### src/rtl/msrh_icache_miss_unit.sv
// Non-blocking I-cache miss handler: tracks up to ENTRIES line fills, merges misses to the
// same line, issues them to L2 in index order and retires them by tag with a registered refill.
module msrh_icache_miss_unit #(
    parameter int         ENTRIES      = 4,
    parameter int         PADDR_W      = 56,
    parameter int         VADDR_W      = 39,
    parameter int         LINE_W       = 128,
    parameter int         L2_CMD_TAG_W = 8,
    parameter logic [1:0] UPPER_TAG    = 2'b00
) (
    input  logic                    i_clk,
    input  logic                    i_reset,
    input  logic                    i_miss_valid,
    input  logic [PADDR_W-1:0]      i_miss_paddr,
    input  logic [VADDR_W-1:0]      i_miss_vaddr,
    output logic                    o_miss_ready,
    input  logic                    i_fence_i,
    output logic                    o_l2_req_valid,
    input  logic                    i_l2_req_ready,
    output logic [PADDR_W-1:0]      o_l2_req_paddr,
    output logic [L2_CMD_TAG_W-1:0] o_l2_req_tag,
    input  logic                    i_l2_resp_valid,
    input  logic [L2_CMD_TAG_W-1:0] i_l2_resp_tag,
    input  logic [LINE_W-1:0]       i_l2_resp_data,
    output logic                    o_refill_valid,
    output logic [VADDR_W-1:0]      o_refill_vaddr,
    output logic [LINE_W-1:0]       o_refill_data,
    output logic                    o_full,
    output logic                    o_busy
);

    localparam int OFF    = $clog2(LINE_W / 8);
    localparam int LA_W   = PADDR_W - OFF;
    localparam int IDX_W  = (ENTRIES > 1) ? $clog2(ENTRIES) : 1;
    localparam int TIDX_W = L2_CMD_TAG_W - 2;

    localparam logic [1:0] ST_FREE = 2'd0;
    localparam logic [1:0] ST_REQ  = 2'd1;
    localparam logic [1:0] ST_WAIT = 2'd2;

    // L2 handshake: a request transfers on a cycle where o_l2_req_valid and i_l2_req_ready
    // are both high; once raised, valid and its payload stay put until that cycle.
    logic [1:0]         entry_state [ENTRIES];
    logic [LA_W-1:0]    entry_line  [ENTRIES];
    logic [VADDR_W-1:0] entry_vaddr [ENTRIES];
    logic [ENTRIES-1:0] entry_drop;

    logic [ENTRIES-1:0] is_free, is_req, is_wait, line_hit, resp_hit;
    logic [IDX_W-1:0]   free_idx, req_first, req_sel, req_sel_q, resp_idx;
    logic [LA_W-1:0]    miss_line;
    logic               any_hit, alloc, req_fire, req_hold_q, resp_fire, resp_keep;

    assign miss_line = i_miss_paddr[PADDR_W-1:OFF];

    always_comb begin
        for (int i = 0; i < ENTRIES; i++) begin
            is_free[i]  = (entry_state[i] == ST_FREE);
            is_req[i]   = (entry_state[i] == ST_REQ);
            is_wait[i]  = (entry_state[i] == ST_WAIT);
            line_hit[i] = !is_free[i] && !entry_drop[i] && (entry_line[i] == miss_line);
            resp_hit[i] = i_l2_resp_valid && is_wait[i]
                          && (i_l2_resp_tag[L2_CMD_TAG_W-1 -: 2] == UPPER_TAG)
                          && (i_l2_resp_tag[TIDX_W-1:0] == TIDX_W'(i));
        end
    end

    // Lowest-index priority encoders; at most one entry can match a response tag.
    always_comb begin
        free_idx  = '0;
        req_first = '0;
        resp_idx  = '0;
        for (int i = ENTRIES - 1; i >= 0; i--) begin
            if (is_free[i])  free_idx  = IDX_W'(i);
            if (is_req[i])   req_first = IDX_W'(i);
            if (resp_hit[i]) resp_idx  = IDX_W'(i);
        end
    end

    assign any_hit        = |line_hit;
    assign o_miss_ready   = !i_fence_i && (any_hit || (|is_free));
    assign alloc          = i_miss_valid && o_miss_ready && !any_hit;
    assign o_full         = &(~is_free);
    assign o_busy         = |(~is_free);

    assign o_l2_req_valid = |is_req;
    assign req_sel        = req_hold_q ? req_sel_q : req_first;
    assign req_fire       = o_l2_req_valid && i_l2_req_ready;
    assign o_l2_req_paddr = {entry_line[req_sel], {OFF{1'b0}}};
    assign o_l2_req_tag   = {UPPER_TAG, TIDX_W'(req_sel)};

    // A response in the fence cycle is dropped even though its drop bit is still clear.
    assign resp_fire      = |resp_hit;
    assign resp_keep      = resp_fire && !entry_drop[resp_idx] && !i_fence_i;

    always_ff @(posedge i_clk) begin
        if (i_reset) begin
            for (int i = 0; i < ENTRIES; i++) begin
                entry_state[i] <= ST_FREE;
                entry_drop[i]  <= 1'b0;
            end
            req_hold_q     <= 1'b0;
            req_sel_q      <= '0;
            o_refill_valid <= 1'b0;
            o_refill_vaddr <= '0;
            o_refill_data  <= '0;
        end else begin
            req_hold_q <= o_l2_req_valid && !i_l2_req_ready;
            req_sel_q  <= req_sel;
            for (int i = 0; i < ENTRIES; i++) begin
                if (alloc && (free_idx == IDX_W'(i))) begin
                    entry_state[i] <= ST_REQ;
                    entry_drop[i]  <= 1'b0;
                end else begin
                    if (req_fire && (req_sel == IDX_W'(i))) entry_state[i] <= ST_WAIT;
                    if (resp_hit[i])                        entry_state[i] <= ST_FREE;
                    if (i_fence_i && !is_free[i])           entry_drop[i]  <= 1'b1;
                end
            end
            o_refill_valid <= resp_keep;
            if (resp_keep) begin
                o_refill_vaddr <= entry_vaddr[resp_idx];
                o_refill_data  <= i_l2_resp_data;
            end
        end
    end

    // Address payload needs no reset: it is only observed while its entry is occupied.
    always_ff @(posedge i_clk) begin
        for (int i = 0; i < ENTRIES; i++) begin
            if (alloc && (free_idx == IDX_W'(i))) begin
                entry_line[i]  <= miss_line;
                entry_vaddr[i] <= i_miss_vaddr;
            end
        end
    end

endmodule

### config.mk
export PLATFORM = sky130hd
export DESIGN_NAME = msrh_icache_miss_unit
export DESIGN_NICKNAME = d
export VERILOG_FILES = /design/src/rtl/msrh_icache_miss_unit.sv
export SDC_FILE = /design/constraint.sdc
export NUM_CORES = 1
export LEC_CHECK = 0
export CELL_PAD_IN_SITES_DETAIL_PLACEMENT = 0
export CELL_PAD_IN_SITES_GLOBAL_PLACEMENT = 1
export CORE_UTILIZATION = 45
export DETAILED_ROUTE_END_ITERATION = 6
export PLACE_DENSITY_LB_ADDON = 0.1
export SLEW_MARGIN = 30
export SYNTH_ARGS = -nofsm -noshare
export SYNTH_HDL_FRONTEND = slang
export SYNTH_SLANG_ARGS = --single-unit
### constraint.sdc
create_clock -name i_clk -period 13.6 [get_ports i_clk]
set_input_delay 2.72 -clock i_clk [delete_from_list [all_inputs] [get_ports i_clk]]
set_output_delay 2.72 -clock i_clk [all_outputs]
set_load 0.05 [all_outputs]
Word level (Yosys, flattened, before mapping)
Memories as Yosys holds them, arrays and structs flattened. A register that Yosys moved wholly into a read port is not among the register bits.
Cells that the tools add are included.
Widths: inputs -> output; s select.
{"block": "totals", "register_bits": 136, "latch_bits": 0, "mem_bits_rw": 372, "romBits": 0, "inputBits": 237, "out_inout_bits": 236, "word_cells": 217, "memories": 3}
{"block": "classes", "addsub": 0, "n_mul": 0, "n_div": 0, "order_cmp": 1, "n_eq_ne": 21, "n_shift": 0, "mux": 95, "n_bitwise": 13, "reduce_logical": 76}
{"name": "entry_line", "depth": 4, "word_bits": 52, "rd": 5, "rd_ports_with_merged_regs": 0, "wr": 1, "line": "44", "text": "logic [LA_W-1:0] entry_line [ENTRIES];"}
{"name": "entry_vaddr", "depth": 4, "word_bits": 39, "rd": 1, "rd_ports_with_merged_regs": 1, "wr": 1, "line": "45", "text": "logic [VADDR_W-1:0] entry_vaddr [ENTRIES];"}
{"name": "entry_state", "depth": 4, "word_bits": 2, "rd": 4, "rd_ports_with_merged_regs": 0, "wr": 4, "line": "43", "text": "logic [1:0] entry_state [ENTRIES];"}
{"op": "$eq 52x52->1", "count": 4}
{"op": "$mux 52", "count": 3}
{"op": "$reduce_or 52->1", "count": 3}
{"op": "$mux 39", "count": 3}
{"op": "$reduce_or 39->1", "count": 3}
{"op": "$mux 2", "count": 31}
{"op": "$mux 1", "count": 57}
{"op": "$logic_and 1x1->1", "count": 39}
{"op": "$reduce_or 4->1", "count": 5}
{"op": "$eq 2x2->1 const B", "count": 8}
{"op": "$logic_not 2->1", "count": 7}
{"op": "$eq 2x1->1 const B", "count": 6}
{"op": "$eq 6x2->1 const B", "count": 2}
{"op": "$logic_not 1->1", "count": 12}
{"op": "$or 1x1->1", "count": 12}
{"op": "$reduce_or 2->1", "count": 4}
{"op": "$eq 6x1->1 const B", "count": 1}
{"op": "$logic_not 6->1", "count": 1}
{"op": "$not 4->4", "count": 1}
{"op": "$reduce_and 4->1", "count": 1}
{"op": "$lt 2x3->1 const B", "count": 1}
{"op": "$bmux 1 s2", "count": 1}
{"op": "$logic_or 1x1->1", "count": 1}

Longest topological paths before layout
Gate-level depths: netlist (run 1).
An unclocked memory read counts as a cell.
{"block": "logic_depth", "depth_word": 17, "ltp_mapped": 9, "mapped_depth_nobuf": 7}

Worst setup path before layout (run 1)
No wires, ideal clock.
{"block": "synth_path", "path_type": "input port to flip-flop", "from": "input port i_miss_paddr[23]", "to": "memory entry_line[0][0] (netlist bit) (enable)", "setup_ps": 542, "arrival_ps": 7610, "required_time_ps": 13058, "path_slack_ps": 5449, "stages": 7, "n_path_buf": 1, "cell_sequence": "xor2_1 nor4_1 nand4_1 nor4_1 or4_1 buf_2 nor2_1"}
{"block": "synth_via", "elab_chain_cells": 14, "elab_cells_between_ends": 35, "classes_between": "eq/ne: 4; mux: 14; reduce/logical: 17"}
{"item": "from (decl)", "line": "14", "text": "input logic [PADDR_W-1:0] i_miss_paddr,"}
{"item": "$eq 52x52->1", "line": "60", "text": "line_hit[i] = !is_free[i] && !entry_drop[i] && (entry_line[i] == miss_line);"}
{"item": "$logic_and 1x1->1", "line": "60"}
{"item": "$reduce_or 4->1 *", "line": "79", "text": "assign any_hit = |line_hit;"}
{"item": "$logic_or 1x1->1", "line": "80", "text": "assign o_miss_ready = !i_fence_i && (any_hit || (|is_free));"}
{"item": "$logic_and 1x1->1", "line": "80"}
{"item": "$logic_and 1x1->1", "line": "81", "text": "assign alloc = i_miss_valid && o_miss_ready && !any_hit;"}
{"item": "$logic_and 1x1->1 *", "line": "81"}
{"item": "$logic_and 1x1->1", "line": "130", "text": "if (alloc && (free_idx == IDX_W'(i))) begin"}
{"item": "$mux 1", "line": "130"}
{"item": "$mux 1 (implied by the code)", "line": "131", "text": "entry_line[i] <= miss_line;"}
{"item": "$reduce_or 52->1 (no line)"}
{"item": "$mux 2 (no line) / $mux 1 (equally long branches) (3 in a row)"}
{"item": "to (decl)", "line": "44"}
Mark *: on every way between the ends. The rest lies on a longest branch, timed or not.

Worst setup path after layout (run 1)
{"block": "layout_path", "from": "input port i_miss_paddr[20]", "to": "output port o_miss_ready"}
{"block": "layout_via", "elab_chain_cells": 5, "elab_cells_between_ends": 11, "classes_between": "eq/ne: 4; reduce/logical: 7"}
{"item": "$eq 52x52->1", "line": "60"}
{"item": "$logic_and 1x1->1", "line": "60"}
{"item": "$reduce_or 4->1 *", "line": "79"}
{"item": "$logic_or 1x1->1 *", "line": "80"}
{"item": "$logic_and 1x1->1 *", "line": "80"}
{"item": "to (decl)", "line": "16", "text": "output logic o_miss_ready,"}
Marks and branches as above.

==> run summary, run 1 <==
CTS buffer count - 58
Slew headroom - 0.362
CTS tree - yes
First-pass GRT wire length - 98500 µm
Total wire length - 68600 µm
#FFs+latches synth - 547
CP Capture Type - output pin
Post-CTS Hold Buffers - 0
Fill count - 4000
Port Buffers - 458
Largest delay share family, worst path - buffers and inverters
Post-DP HPWL - 45300 µm
Setup violations, final - 0
Placed cell area - 0.0278 mm²
Post-synthesis sequential area ratio - 0.647
Final worst path period need - 8960 ps
Io pins - 473
Clock sinks - 547
Synth Area in XOR/XNOR - 0.0803
RSZ-0062 raised after global routing - no
Number of synthesis warnings - 0
Routed Antenna Nets - 0
CP Class - in2out
Worst-path cell chain - clkdlybuf4s50_1 -> xor2_1 -> nor4_1 -> nand4_1 -> nor4_1 -> nor4_2 -> buf_4 -> a21oi_1 -> clkdlybuf4s50_1
Worst slew pin tran - 957 ps
Area delta synth->final - 31.4%
Worst-Skew Late Latency - 630 ps
Die X - 227 µm
Main combinational cell family by area after synthesis - multiplexers
Worst path slowest cell - clkdlybuf4s50_1
Final-stage net count - 2307
Util after Layout - 0.604
Final WS setup - 4640 ps
Area fraction of the dominant cell type after synthesis - 0.492
DIE HEIGHT - 227 µm
Largest net degree at the start of global routing - 105
TNS Setup - 0 ps
Highest-count cells in the layout ignoring fill and taps - clkdlybuf4s50_1, edfxtp_1, xor2_1
Most frequent standard cell in the layout excluding fill and tap cells - clkdlybuf4s50_1
Compound-Gate Fraction of Synth Area - 0.0827
Yosys top cell by area - edfxtp_1
Worst hold path type - reg2reg
Vias - 15700
H-tree depth - 2
Post-synth cell types - 49
DIE AREA - 0.0513 mm²
Main area contributors after synthesis - edfxtp_1, dfxtp_1, mux4_2, xor2_1, a21oi_1
Drt initial violations - 1231
Post-synth ARST share - 0
Pwr Total - 3930 µW
Number of max-cap violations - 0
Ys flop type - edfxtp_1
Run status - completed
Tcrit/Tclk final - 0.659
Fraction of layout cells with a size suffix above 1 - 0.102
Root Buffer - clkbuf_16
Final Max Slew Viols - 0
Starting Density - 0.460
Simple-Gate Fraction of Synth Area - 0.0728
Vias in the first global route - 15100
Total GRT Usage - 0.262
Overflow after GRT - 0
Reg clk slew, reported paths - 60 ps
FMAX - 112 MHz
Area share of fa/ha/maj cells after synthesis - 0
Post-synth EDFFs - 372
DR WL/cell - 24.6 µm
CP Max Fanout - 9
Via/cell ratio - 5.61
Worst EP required - 10880 ps
Syn Inst Count - 1648
Site Rows - 81
Pre-CTS setup slack - 4710 ps
Final instance area - 0.0298 mm²
Gpl congestion - 0.873
Final Hold Fails - 0
Core Area - 0.0494 mm²
Pre-antenna DRT Iters - 5
Resized cells post-CTS - 0
Initial antenna violation count - 13
Critical path startpoint category - input pin
Critical Path AT - 6240 ps
Mux contribution to synthesized area - 0.0908
Bufs and invs on worst path - 3
Average cell area after synthesis - 13.8 µm²
Cell Area, Synth - 0.0227 mm²
Worst Skew - 21.0 ps
Post-CTS Setup Inserts - 0
VDD IR max - 0.000116 V
DRC - 0
Pwr/cell area - 132 mW/mm²
Slowest cell delay on critical path - 890 ps
CTS max path bufs - 3
Leak pwr - 0.00970 µW
[tightest hold or removal path, stage by stage (launching register included)]
cell and delay, ps:
dfxtp_1 300, o21ai_0 60, a21oi_1 60
[logic make-up (layout without fill, tap and decap cells)]
kind of cell	Yosys count	in the layout
compound gates	365	365
xor+xnor	208	208
buf+inv	134	595
flops	547	547
mux	92	92
other cells	1	18
simple gates	301	301
[through the flow]
step / instances / hold slack [ps]
final: 2790 / 473
after global routing: 2786 / 490
after CTS: 2782 / 474
after detailed placement: 2674 / 466
after global placement: 2672 / 461
after floorplan: 1657 / 501
[cell usage after synthesis (2+ instances only)]
cell type,number
edfxtp_1,372
xor2_1,192
a21oi_1,180
dfxtp_1,175
nand3_1,171
o21ai_0,166
mux4_2,91
clkbuf_1,79
nor4_1,52
buf_2,25
nand4_1,19
buf_4,17
xnor2_1,16
nor2_1,14
nand2_1,9
nor3_1,8
inv_1,7
nor2b_1,5
or4_1,5
o211ai_1,4
a211oi_1,3
inv_2,3
nand2b_1,3
o21ai_1,3
o31a_1,3
buf_1,2
or3_1,2
[layer usage]
| layer | wire [µm] | track usage | vias to the layer above |
|---|---|---|---|
| li1 | - | - | 7123 |
| met1 | 28400 | 0.349 | 7823 |
| met2 | 32100 | 0.412 | 592 |
| met3 | 5750 | 0.0722 | 110 |
| met4 | 2330 | 0.0959 | 12 |
| met5 | 80 | 0 | - |
[power breakdown]
part / total [µW] / internal (µW) / switching (µW) / leakage (µW)
Combinational: 483 / 185 / 297 / 0.00395
Sequential: 1830 / 1820 / 16.6 / 0.00480
Clock: 1620 / 950 / 666 / 0.000952
[final timing paths]
kind | start | to | slack, ps | depth (start not counted)
max | i_miss_paddr[20] | o_miss_ready | 4640 | 9
min | o_refill_data[67]$_SDFFE_PP0P_ | o_refill_data[67]$_SDFFE_PP0P_ | 470 | 2
max reg2reg | entry_line[0][25]$_DFFE_PP_ | entry_line[0][29]$_DFFE_PP_ | 9400 | 8
min reg2reg | o_refill_data[67]$_SDFFE_PP0P_ | o_refill_data[67]$_SDFFE_PP0P_ | 470 | 2
[sequential cells by signal, summed over array words and instances (netlist names)]
signal	flops
entry_state	8
req_sel_q	2
o_refill_valid	1
req_hold_q	1
o_refill_vaddr	39
entry_vaddr	156
entry_drop	4
o_refill_data	128
entry_line	208
[layout make-up]
type                    instances  area, µm²  area share
diodes                          8       20.0    0.000672
clock buffers                  68       1520      0.0510
clock inverters                40        417      0.0140
inverters                      10       43.8     0.00147
multi-input cells             976       7500       0.252
flip-flops and latches        547      14700       0.492
well taps                     664        831      0.0279
repair buffers                477       4790       0.161
No activity file was read; power rests on OpenSTA's default activity.
==> run 2, diff against run 1 <==
--- a/config.mk
+++ b/config.mk
@@ -7,7 +7,7 @@
 export LEC_CHECK = 0
 export CELL_PAD_IN_SITES_DETAIL_PLACEMENT = 0
 export CELL_PAD_IN_SITES_GLOBAL_PLACEMENT = 1
-export CORE_UTILIZATION = 45
+export CORE_UTILIZATION = 38
 export DETAILED_ROUTE_END_ITERATION = 6
 export PLACE_DENSITY_LB_ADDON = 0.1
 export SLEW_MARGIN = 30
==> constraint.sdc (replaced) <==
create_clock -name i_clk -period 7.4 [get_ports i_clk]
set_input_delay 1.48 -clock i_clk [delete_from_list [all_inputs] [get_ports i_clk]]
set_output_delay 1.48 -clock i_clk [all_outputs]
set_load 0.05 [all_outputs]
==> run 2 against run 1 <==
Against the previous run:
- critical path depth unchanged
- clock skew grew 2.5 ps
- worst hold slack worse by 2.3 ps
- final area increased by 0.33%
- wire length up 1.9%
- sequential power grew 84%
- clock power increased by 79%
- count of clock-buffer cells in the layout is 3 higher
- register-to-register slack worse by 6100 ps
- critical path type unchanged
- final cell count rose by 3.9%
- largest power group unchanged
- flip-flop and latch count unchanged
- setup slack worse by 3800 ps
==> run summary, run 2 (same netlist as run 1, synthesis figures left out) <==
Worst-path cell chain - clkdlybuf4s50_1 -> xor2_1 -> nor4_1 -> nand4_1 -> nor4_1 -> nor4_2 -> buf_4 -> a21oi_1 -> clkdlybuf4s50_1
Pwr/cell area - 240 mW/mm²
Final Max Slew Viols - 0
Via/cell ratio - 5.36
Fraction of layout cells with a size suffix above 1 - 0.100
Root Buffer - clkbuf_16
Leak pwr - 0.00969 µW
VDD IR max - 0.000183 V
H-tree depth - 2
Most frequent standard cell in the layout excluding fill and tap cells - clkdlybuf4s50_1
Total wire length - 69900 µm
CTS tree - yes
Biggest regs - entry_line (208), entry_vaddr (156), o_refill_data (128)
Hold EP - o_refill_data[125]$_SDFFE_PP0P_
Highest-count cells in the layout ignoring fill and taps - clkdlybuf4s50_1, edfxtp_1, xor2_1
Worst EP required - 5920 ps
Clock share of power - 0.405
Initial antenna violation count - 6
Setup violations, final - 0
Combinational fraction of design power - 0.125
CP Max Fanout - 9
Routed Antenna Nets - 0
Final Hold Fails - 0
Sw Ratio - 0.252
Reg2Reg Depth - 8
Final-stage net count - 2310
Run status - completed
GRT met2 Usage - 0.358
Slew headroom - 0.352
Flop pwr share - 0.470
Largest net degree at the start of global routing - 169
Reg2reg setup slack - 3340 ps
Worst hold path type - reg2reg
Bufs and invs on worst path - 3
GR peak layer - met2
Critical Path AT - 5070 ps
Biggest register - entry_line
Met3 Resource Use GR - 0.0552
CP Class - in2out
Clock sinks - 547
Area delta synth->final - 31.8%
Util after Layout - 0.507
Die X - 246 µm
Hold path depth - 2
Psw - 1800 µW
FMAX - 153 MHz
Post-route insts no fill - 2900
Worst path slowest cell - clkdlybuf4s50_1
Resized cells post-CTS - 0
RSZ-0062 raised after global routing - no
Pre-antenna DRT Iters - 5
Worst R2R End - entry_vaddr[1][6]$_DFFE_PP_
Overflow after GRT - 0
Gpl congestion - 0.809
CP Capture Type - output pin
Number of max-cap violations - 0
Placed instance count - 2785
Starting Density - 0.384
P_int - 5360 µW
DRC - 0
DIE HEIGHT - 246 µm
Worst setup path start - i_miss_paddr[40]
Met1 usage - 0.304
Post-CTS Hold Buffers - 0
Drt initial violations - 1084
Number of flip-flops in the largest register - 208
TNS Setup - 0 ps
Tcrit/Tclk final - 0.885
First-pass GRT wire length - 101000 µm
Post-CTS Setup Inserts - 0
Largest delay share family, worst path - buffers and inverters
Worst flop-to-flop path startpoint - entry_state[0][0]$_SDFFCE_PP0P_
CTS buffer count - 59
Post-DP HPWL - 45300 µm
DR WL/cell - 24.1 µm
Hold path start - o_refill_data[125]$_SDFFE_PP0P_
CTS max path bufs - 3
DIE AREA - 0.0607 mm²
Final worst path period need - 6550 ps
Io pins - 473
Total GRT Usage - 0.224
Reg clk slew, reported paths - 60 ps
Worst Skew - 23.5 ps
Vias - 15600
Core Area - 0.0590 mm²
Critical path startpoint category - input pin
Site Rows - 89
Vias in the first global route - 15300
Slowest cell delay on critical path - 880 ps
Worst-Skew Late Latency - 630 ps
Worst slew pin tran - 972 ps
Port Buffers - 458
==> run 2: cell type report <==
type / count / area (µm²)
Fill cell: 5148 / 29100
Sequential cell: 547 / 14700
Multi-Input combinational cell: 976 / 7500
Timing Repair Buffer: 479 / 4810
Clock buffer: 71 / 1570
Tap cell: 773 / 967
Clock inverter: 40 / 322
Inverter: 10 / 43.8
Antenna cell: 4 / 10.0
==> run 2: power groups by stage <==
stage,Combinational (µW),Clock (µW),Sequential (µW)
after floorplan,492,0,3440
after global routing,941,3080,3370
final,897,2900,3370
after CTS,907,2980,3370
after detailed placement,903,0,3430
after global placement,899,0,3430
==> run 2: stage by stage <==
stage                     cell area (µm²)  hold WS [ps]  power, µW  setup WS (ps)
after floorplan                     22700           501       3930            489
after detailed placement            28000           466       4340            900
after global routing                29900           487       7400            675
after CTS                           29900           474       7250            882
final                               29900           471       7160            851
after global placement              28000           459       4330            926
==> run 2: metal layers <==
layer	vias to the layer above	part of all wire	routed length [µm]
met1	7808	0.43	29800
li1	7140	-	-
met3	88	0.078	5460
met4	4	0.020	1370
met5	-	0.00033	23
met2	512	0.47	33200
==> run 2: worst max path at each step <==
| stage | end | cells after the start |
|---|---|---|
| floorplan | entry_line[0][0]$_DFFE_PP_ | 7 |
| global placement | o_miss_ready | 9 |
| detailed placement | o_miss_ready | 9 |
| CTS | o_miss_ready | 9 |
| global route | o_miss_ready | 9 |
| finish | o_miss_ready | 9 |
==> run 2: worst register-to-register path, delay by kind of cell (launching register included) <==
family        cells  cell delay [ps]
flops             1              440
simple gates      5             1570
buf+inv           3             1620
==> run 3, diff against run 2 <==
--- a/config.mk
+++ b/config.mk
@@ -5,10 +5,12 @@
 export SDC_FILE = /design/constraint.sdc
 export NUM_CORES = 1
 export LEC_CHECK = 0
+export ABC_CLOCK_PERIOD_IN_PS = 7400
 export CELL_PAD_IN_SITES_DETAIL_PLACEMENT = 0
 export CELL_PAD_IN_SITES_GLOBAL_PLACEMENT = 1
 export CORE_UTILIZATION = 38
 export DETAILED_ROUTE_END_ITERATION = 6
+export GPL_ROUTABILITY_DRIVEN = 0
 export PLACE_DENSITY_LB_ADDON = 0.1
 export SLEW_MARGIN = 30
 export SYNTH_ARGS = -nofsm -noshare
==> results of run 3 <==
Final layout, timing and power as in run 2 (identical DEF).
